File: config.mk
export PLATFORM = sky130hd
export DESIGN_NAME = tree_adder_operand_loader
export DESIGN_NICKNAME = d
export VERILOG_FILES = /design/src/rtl/tree_adder_pkg.sv /design/src/rtl/tree_adder_operand_loader_beat_shift_slot.sv /design/src/rtl/tree_adder_operand_loader.sv
export SDC_FILE = /design/constraint.sdc
export NUM_CORES = 1
export LEC_CHECK = 0
export ABC_AREA = 1
export BUFFER_PORTS_ARGS = -buffer_cell sky130_fd_sc_hd__buf_2
export CORE_MARGIN = 1
export CORE_UTILIZATION = 56
export CTS_BUF_LIST = sky130_fd_sc_hd__clkbuf_16
export DETAILED_ROUTE_END_ITERATION = 7
export PLACE_DENSITY_LB_ADDON = 0.05
export SLEW_MARGIN = 20
export SYNTH_ARGS = -nofsm -noshare
export SYNTH_HDL_FRONTEND = slang
export SYNTH_SLANG_ARGS = --single-unit
File: constraint.sdc
create_clock -name clk -period 3 [get_ports clk]
set_clock_uncertainty 0.05 [all_clocks]
set_input_delay 0 -clock clk [delete_from_list [all_inputs] [get_ports clk]]
set_output_delay 0 -clock clk [all_outputs]
set_load 0.005 [all_outputs]
File: src/rtl/tree_adder_pkg.sv
// Shared types and constants for the tree adder operand loader.
package tree_adder_pkg;

  typedef enum logic [1:0] {
    LOAD_A = 2'd0,
    LOAD_B = 2'd1,
    HOLD   = 2'd2
  } state_e;

  localparam int DEFAULT_SIZE   = 128;
  localparam int DEFAULT_BEAT_W = 32;

  function automatic int beats_of(input int size, input int beat_w);
    return size / beat_w;
  endfunction

endpackage

File: src/rtl/tree_adder_operand_loader_beat_shift_slot.sv
// Register bank of BEATS slices of BEAT_W bits, written one slice at a time.
// Output is 1-based ([SIZE:1]) to match the adder's operand indexing.
module beat_shift_slot
  import tree_adder_pkg::*;
#(
  parameter int SIZE   = DEFAULT_SIZE,
  parameter int BEAT_W = DEFAULT_BEAT_W,
  parameter int BEATS  = beats_of(SIZE, BEAT_W),
  parameter int IDX_W  = (BEATS > 1) ? $clog2(BEATS) : 1
) (
  input  logic              clk,
  input  logic              rst,
  input  logic              wr_en,
  input  logic [IDX_W-1:0]  wr_idx,
  input  logic [BEAT_W-1:0] wr_data,
  output logic [SIZE:1]     data
);

  genvar gi;
  generate
    for (gi = 0; gi < BEATS; gi++) begin : g_slice
      logic [BEAT_W-1:0] slice_q;
      logic [BEAT_W-1:0] slice_d;

      always_comb begin
        slice_d = slice_q;
        if (wr_en && (wr_idx == IDX_W'(gi))) begin
          slice_d = wr_data;
        end
      end

      always_ff @(posedge clk) begin
        if (rst) begin
          slice_q <= '0;
        end else begin
          slice_q <= slice_d;
        end
      end

      assign data[(gi+1)*BEAT_W : gi*BEAT_W+1] = slice_q;
    end
  endgenerate

endmodule

File: src/rtl/tree_adder_operand_loader.sv
// Collects operands A then B from a narrow beat stream and presents them to the adder.
// Optional subtract mode enabled by defining TREE_ADDER_SUB_EN.
module tree_adder_operand_loader
  import tree_adder_pkg::*;
#(
  parameter int SIZE   = DEFAULT_SIZE,
  parameter int BEAT_W = DEFAULT_BEAT_W,
  localparam int BEATS  = beats_of(SIZE, BEAT_W),
  localparam int IDX_W  = (BEATS > 1) ? $clog2(BEATS) : 1,
  localparam int BCNT_W = $clog2(BEATS) + 1
) (
  input  logic              clk,
  input  logic              rst,
  input  logic              in_valid,
  output logic              in_ready,
  input  logic [BEAT_W-1:0] in_data,
  input  logic              in_cin,
`ifdef TREE_ADDER_SUB_EN
  input  logic              in_sub,
`endif
  input  logic              flush,
  output logic              op_valid,
  input  logic              op_ready,
  output logic [SIZE:1]     a,
  output logic [SIZE:1]     b,
  output logic              cin,
  output logic [BCNT_W-1:0] beat_cnt
);

  generate
    if ((SIZE % BEAT_W) != 0) begin : g_size_check
      $error("SIZE must be an integer multiple of BEAT_W");
    end
  endgenerate

  localparam logic [IDX_W-1:0] LAST_IDX = IDX_W'(BEATS - 1);

  state_e           state_q, state_d;
  logic [IDX_W-1:0] cnt_q, cnt_d;
  logic             cin_q, cin_d;
  logic             op_valid_q, op_valid_d;
  logic             in_ready_q, in_ready_d;
  logic             accept;
  logic             a_wr, b_wr;
  logic [SIZE:1]    b_raw;

  // A flushed cycle never writes operand storage, so the dropped beat leaves no trace.
  assign accept = in_valid && in_ready_q && !flush;
  assign a_wr   = accept && (state_q == LOAD_A);
  assign b_wr   = accept && (state_q == LOAD_B);

`ifdef TREE_ADDER_SUB_EN
  logic sub_q, sub_d;
`endif

  always_comb begin
    state_d = state_q;
    cnt_d   = cnt_q;
    cin_d   = cin_q;
`ifdef TREE_ADDER_SUB_EN
    sub_d   = sub_q;
`endif
    if (flush) begin
      state_d = LOAD_A;
      cnt_d   = '0;
    end else begin
      case (state_q)
        LOAD_A: begin
          if (accept) begin
            if (cnt_q == LAST_IDX) begin
              cnt_d   = '0;
              state_d = LOAD_B;
            end else begin
              cnt_d = cnt_q + 1'b1;
            end
          end
        end
        LOAD_B: begin
          if (accept) begin
            if (cnt_q == LAST_IDX) begin
              cnt_d   = '0;
              state_d = HOLD;
`ifdef TREE_ADDER_SUB_EN
              sub_d   = in_sub;
              cin_d   = in_sub ? 1'b1 : in_cin;
`else
              cin_d   = in_cin;
`endif
            end else begin
              cnt_d = cnt_q + 1'b1;
            end
          end
        end
        HOLD: begin
          if (op_valid_q && op_ready) begin
            state_d = LOAD_A;
          end
        end
        default: begin
          state_d = LOAD_A;
          cnt_d   = '0;
        end
      endcase
    end
    op_valid_d = (state_d == HOLD);
    in_ready_d = (state_d != HOLD);
  end

  always_ff @(posedge clk) begin
    if (rst) begin
      state_q    <= LOAD_A;
      cnt_q      <= '0;
      cin_q      <= 1'b0;
      op_valid_q <= 1'b0;
      in_ready_q <= 1'b0;
`ifdef TREE_ADDER_SUB_EN
      sub_q      <= 1'b0;
`endif
    end else begin
      state_q    <= state_d;
      cnt_q      <= cnt_d;
      cin_q      <= cin_d;
      op_valid_q <= op_valid_d;
      in_ready_q <= in_ready_d;
`ifdef TREE_ADDER_SUB_EN
      sub_q      <= sub_d;
`endif
    end
  end

  beat_shift_slot #(
    .SIZE   (SIZE),
    .BEAT_W (BEAT_W),
    .BEATS  (BEATS),
    .IDX_W  (IDX_W)
  ) u_slot_a (
    .clk     (clk),
    .rst     (rst),
    .wr_en   (a_wr),
    .wr_idx  (cnt_q),
    .wr_data (in_data),
    .data    (a)
  );

  beat_shift_slot #(
    .SIZE   (SIZE),
    .BEAT_W (BEAT_W),
    .BEATS  (BEATS),
    .IDX_W  (IDX_W)
  ) u_slot_b (
    .clk     (clk),
    .rst     (rst),
    .wr_en   (b_wr),
    .wr_idx  (cnt_q),
    .wr_data (in_data),
    .data    (b_raw)
  );

`ifdef TREE_ADDER_SUB_EN
  assign b = sub_q ? ~b_raw : b_raw;
`else
  assign b = b_raw;
`endif

  assign cin      = cin_q;
  assign op_valid = op_valid_q;
  assign in_ready = in_ready_q;
  // B-phase beats count on top of the full A operand already received.
  assign beat_cnt = (state_q == LOAD_B) ? (BCNT_W'(BEATS) + BCNT_W'(cnt_q))
                                        : BCNT_W'(cnt_q);

endmodule

==> qor.txt <==
Clk Latency, worst-skew pair: 0.53 ns
YS warnings: 0
Crit-path cells: nand2_1, nor2_4, buf_4, nand3_1, nand2_1, nand2_1, nor2_1, dlygate4sd3_1
Clock network power share: 43.3%
Combinational share of power: 5.1%
CP arrival: 2.62 ns
Vias per cell: 4.78
Post-placement cell count: 2137
CTS buffer count: 27
Hold crit path type: in2reg
I/O pins: 300
Synth cell types: 18
Critical Path RT: 3.43 ns
Net Sw Frac: 23.4%
Multi-input gate area: 0.00428 mm2
Total number of vias: 10625
CP Depth: 8
RSZ-0062 raised after global routing: no
Register bit total from synthesis: 263
Post-route cell area: 0.0135 mm2
Worst ir drop on vdd: 0.430 mV
CP peak stage delay: 0.54 ns
Share of cells above drive strength 1: 18.2%
HPWL Detailed: 20400 um
Max Freq: 456 MHz
Starting Density: 57.6%
Commonest non-fill, non-tap cell in the layout: nor2_1
Cells on Worst Hold Path: 3
Core ar.: 0.0188 mm2
Top delay family on crit path: buffers and inverters
Setup_tns: 0 ns
Hold WS: 0.259 ns
Status: finished, final reports clean
Pint: 5.25 mW
Nets: 1987
CP max stage cell: dlygate4sd3_1
Syn Nets: 1699
Final count of hold timing violations: 0
Cell Area, Synth: 0.0108 mm2
# H-tree levels: 1
Placed instance area: 0.0124 mm2
Antenna violations before repair: 0
Sequential share of power: 51.6%
CP endpoint kind: flop
Clock-pin transition on the worst setup and hold timing paths: 0.06 ns
Largest net degree at the start of global routing: 148
Leak: 7.92 nW
# DRC: 0
Chip Height: 141 um
Gr ovfl total: 0
Gr usage total: 31.0%
Vias in the first global route: 9718
Buf/Inv on CP: 2
Routed wire length: 31100 um
CTS tree: yes
Most frequent CP cell: nand2_1
DIE WIDTH: 141 um
DR WL/cell: 14.0 um
Layout fillers: 1602
Row count: 50
Final period utilization: 73.0%
Clk buf depth: 3
First-pass GRT wire length: 49300 um
Startpoint Class: flop
Slew Limit Fails: 0
CP max FO: 34
Post-DRT Antenna Nets: 0
Crit path kind: reg2reg
Pwr Density: 507 mW/mm2
Placement Setup Slack: 0.885 ns
Worst-Margin Slew: 0.878 ns
Tmin final: 2.19 ns
I/O Buffers: 299
Post-Layout Cell Count: 2223
Synthesized area per cell: 6.55 um2
Reg area: 0.00527 mm2
RePlAce Congestion: 0.829
Post-Syn Instances: 1657
R2R cell count: 8
Postcts setup bufs: 0
Inserted Diodes: 0
Clk sinks: 263
Most frequent cells in the layout: 519 x nor2_1, 461 x nand2_1, 299 x buf_2
Die area: 0.0199 mm2
Clock root cell: clkbuf_16
P_sw: 1.60 mW
Number of max-cap violations: 0
Final count of negative-setup-slack endpoints: 0
Worst Slack Setup Final: 0.809 ns
Rel. slew slack: 41.3%
Area growth syn-to-layout: 24.6%
DR pass1 iterations: 4
Register area share after synthesis: 48.5%
Starting DRT DRC Count: 669
[what timing repair did]
| item | CTS | global route |
|---|---|---|
| hold endpoints to repair | 256 | 0 |
| hold buffers | 39 | 0 |
| resized for setup | 0 | 0 |
| setup endpoints to repair | 0 | 0 |
[Yosys cell counts]
cell type / count / area, um2
clkbuf_1: 43 / 161
buf_1: 9 / 33.8
ha_1: 4 / 50.1
nor2_4: 3 / 33.8
clkinv_1: 1 / 3.75
buf_2: 36 / 180
nand2_1: 461 / 1730
nand3_1: 5 / 25.0
a21oi_1: 4 / 20.0
nand3_4: 1 / 17.5
nand3_2: 5 / 50.1
dfxtp_1: 263 / 5270
nor2_1: 519 / 1950
buf_6: 2 / 22.5
nand4_1: 65 / 407
inv_1: 230 / 863
buf_4: 3 / 22.5
inv_2: 3 / 11.3
[cell type report]
class / count / area share, %
Sequential cell: 263 / 39.0
Multi-Input combinational cell: 1067 / 31.7
Timing Repair Buffer: 352 / 14.7
Inverter: 234 / 6.56
Clock buffer: 27 / 5.00
Tap cell: 260 / 2.41
Clock inverter: 20 / 0.620
[sequential cells by signal, indices dropped and copies added (netlist names)]
signal                    count
op_valid                      1
state_q                       2
in_ready                      1
cnt_q                         2
cin                           1
u_slot_b.g_slice.slice_q    128
u_slot_a.g_slice.slice_q    128
[final timing paths]
check	from	end	slack, ns
worst min-delay path	rst	op_valid	0.26
worst max-delay path	in_ready	state_q[1]	0.81
worst max register to register	in_ready	state_q[1]	0.81
worst min register to register	u_slot_b.g_slice[3].slice_q[21]	u_slot_b.g_slice[3].slice_q[21]	0.41
[per-stage QoR]
step | util (%) | power (mW)
floorplan | - | 3.76
global placement | 65.6 | 3.91
detailed placement | 65.6 | 3.92
CTS | 71.8 | 6.88
global route | 71.8 | 7.06
finish | 71.8 | 6.85
[cells by family after synthesis]
group | after synthesis | share of synthesized area [%]
AOI/OAI and AO/OA | 4 | 0.185
buffers and inverters | 327 | 12.0
DFF | 263 | 48.5
adders and majority gates | 4 | 0.461
and+or+nand+nor | 1059 | 38.8
[per-layer routing]
metal / vias up / wire length, um / track usage [%]
met5: - / 0 / 0
met4: 0 / 913 / 11.1
met3: 63 / 2850 / 8.05
met2: 383 / 14600 / 52.5
met1: 4762 / 12700 / 38.0
li1: 5417 / - / -
[worst reg2reg max path: cells and delay by family, from the launching register on]
kind | cells | cell delay [ns]
buffers and inverters | 2 | 0.92
AND/OR/NAND/NOR | 6 | 0.83
flip-flops | 1 | 0.32
[power groups by stage]
stage / sequential, mW / clock, mW / combinational, mW
2_1_floorplan: 3.61 / 0 / 0.148
3_3_place_gp: 3.61 / 0 / 0.306
3_5_place_dp: 3.61 / 0 / 0.310
4_1_cts: 3.53 / 3.00 / 0.349
5_1_grt: 3.53 / 3.14 / 0.387
6_report: 3.53 / 2.96 / 0.352
Note: power is estimated with default switching activity, not from simulation.
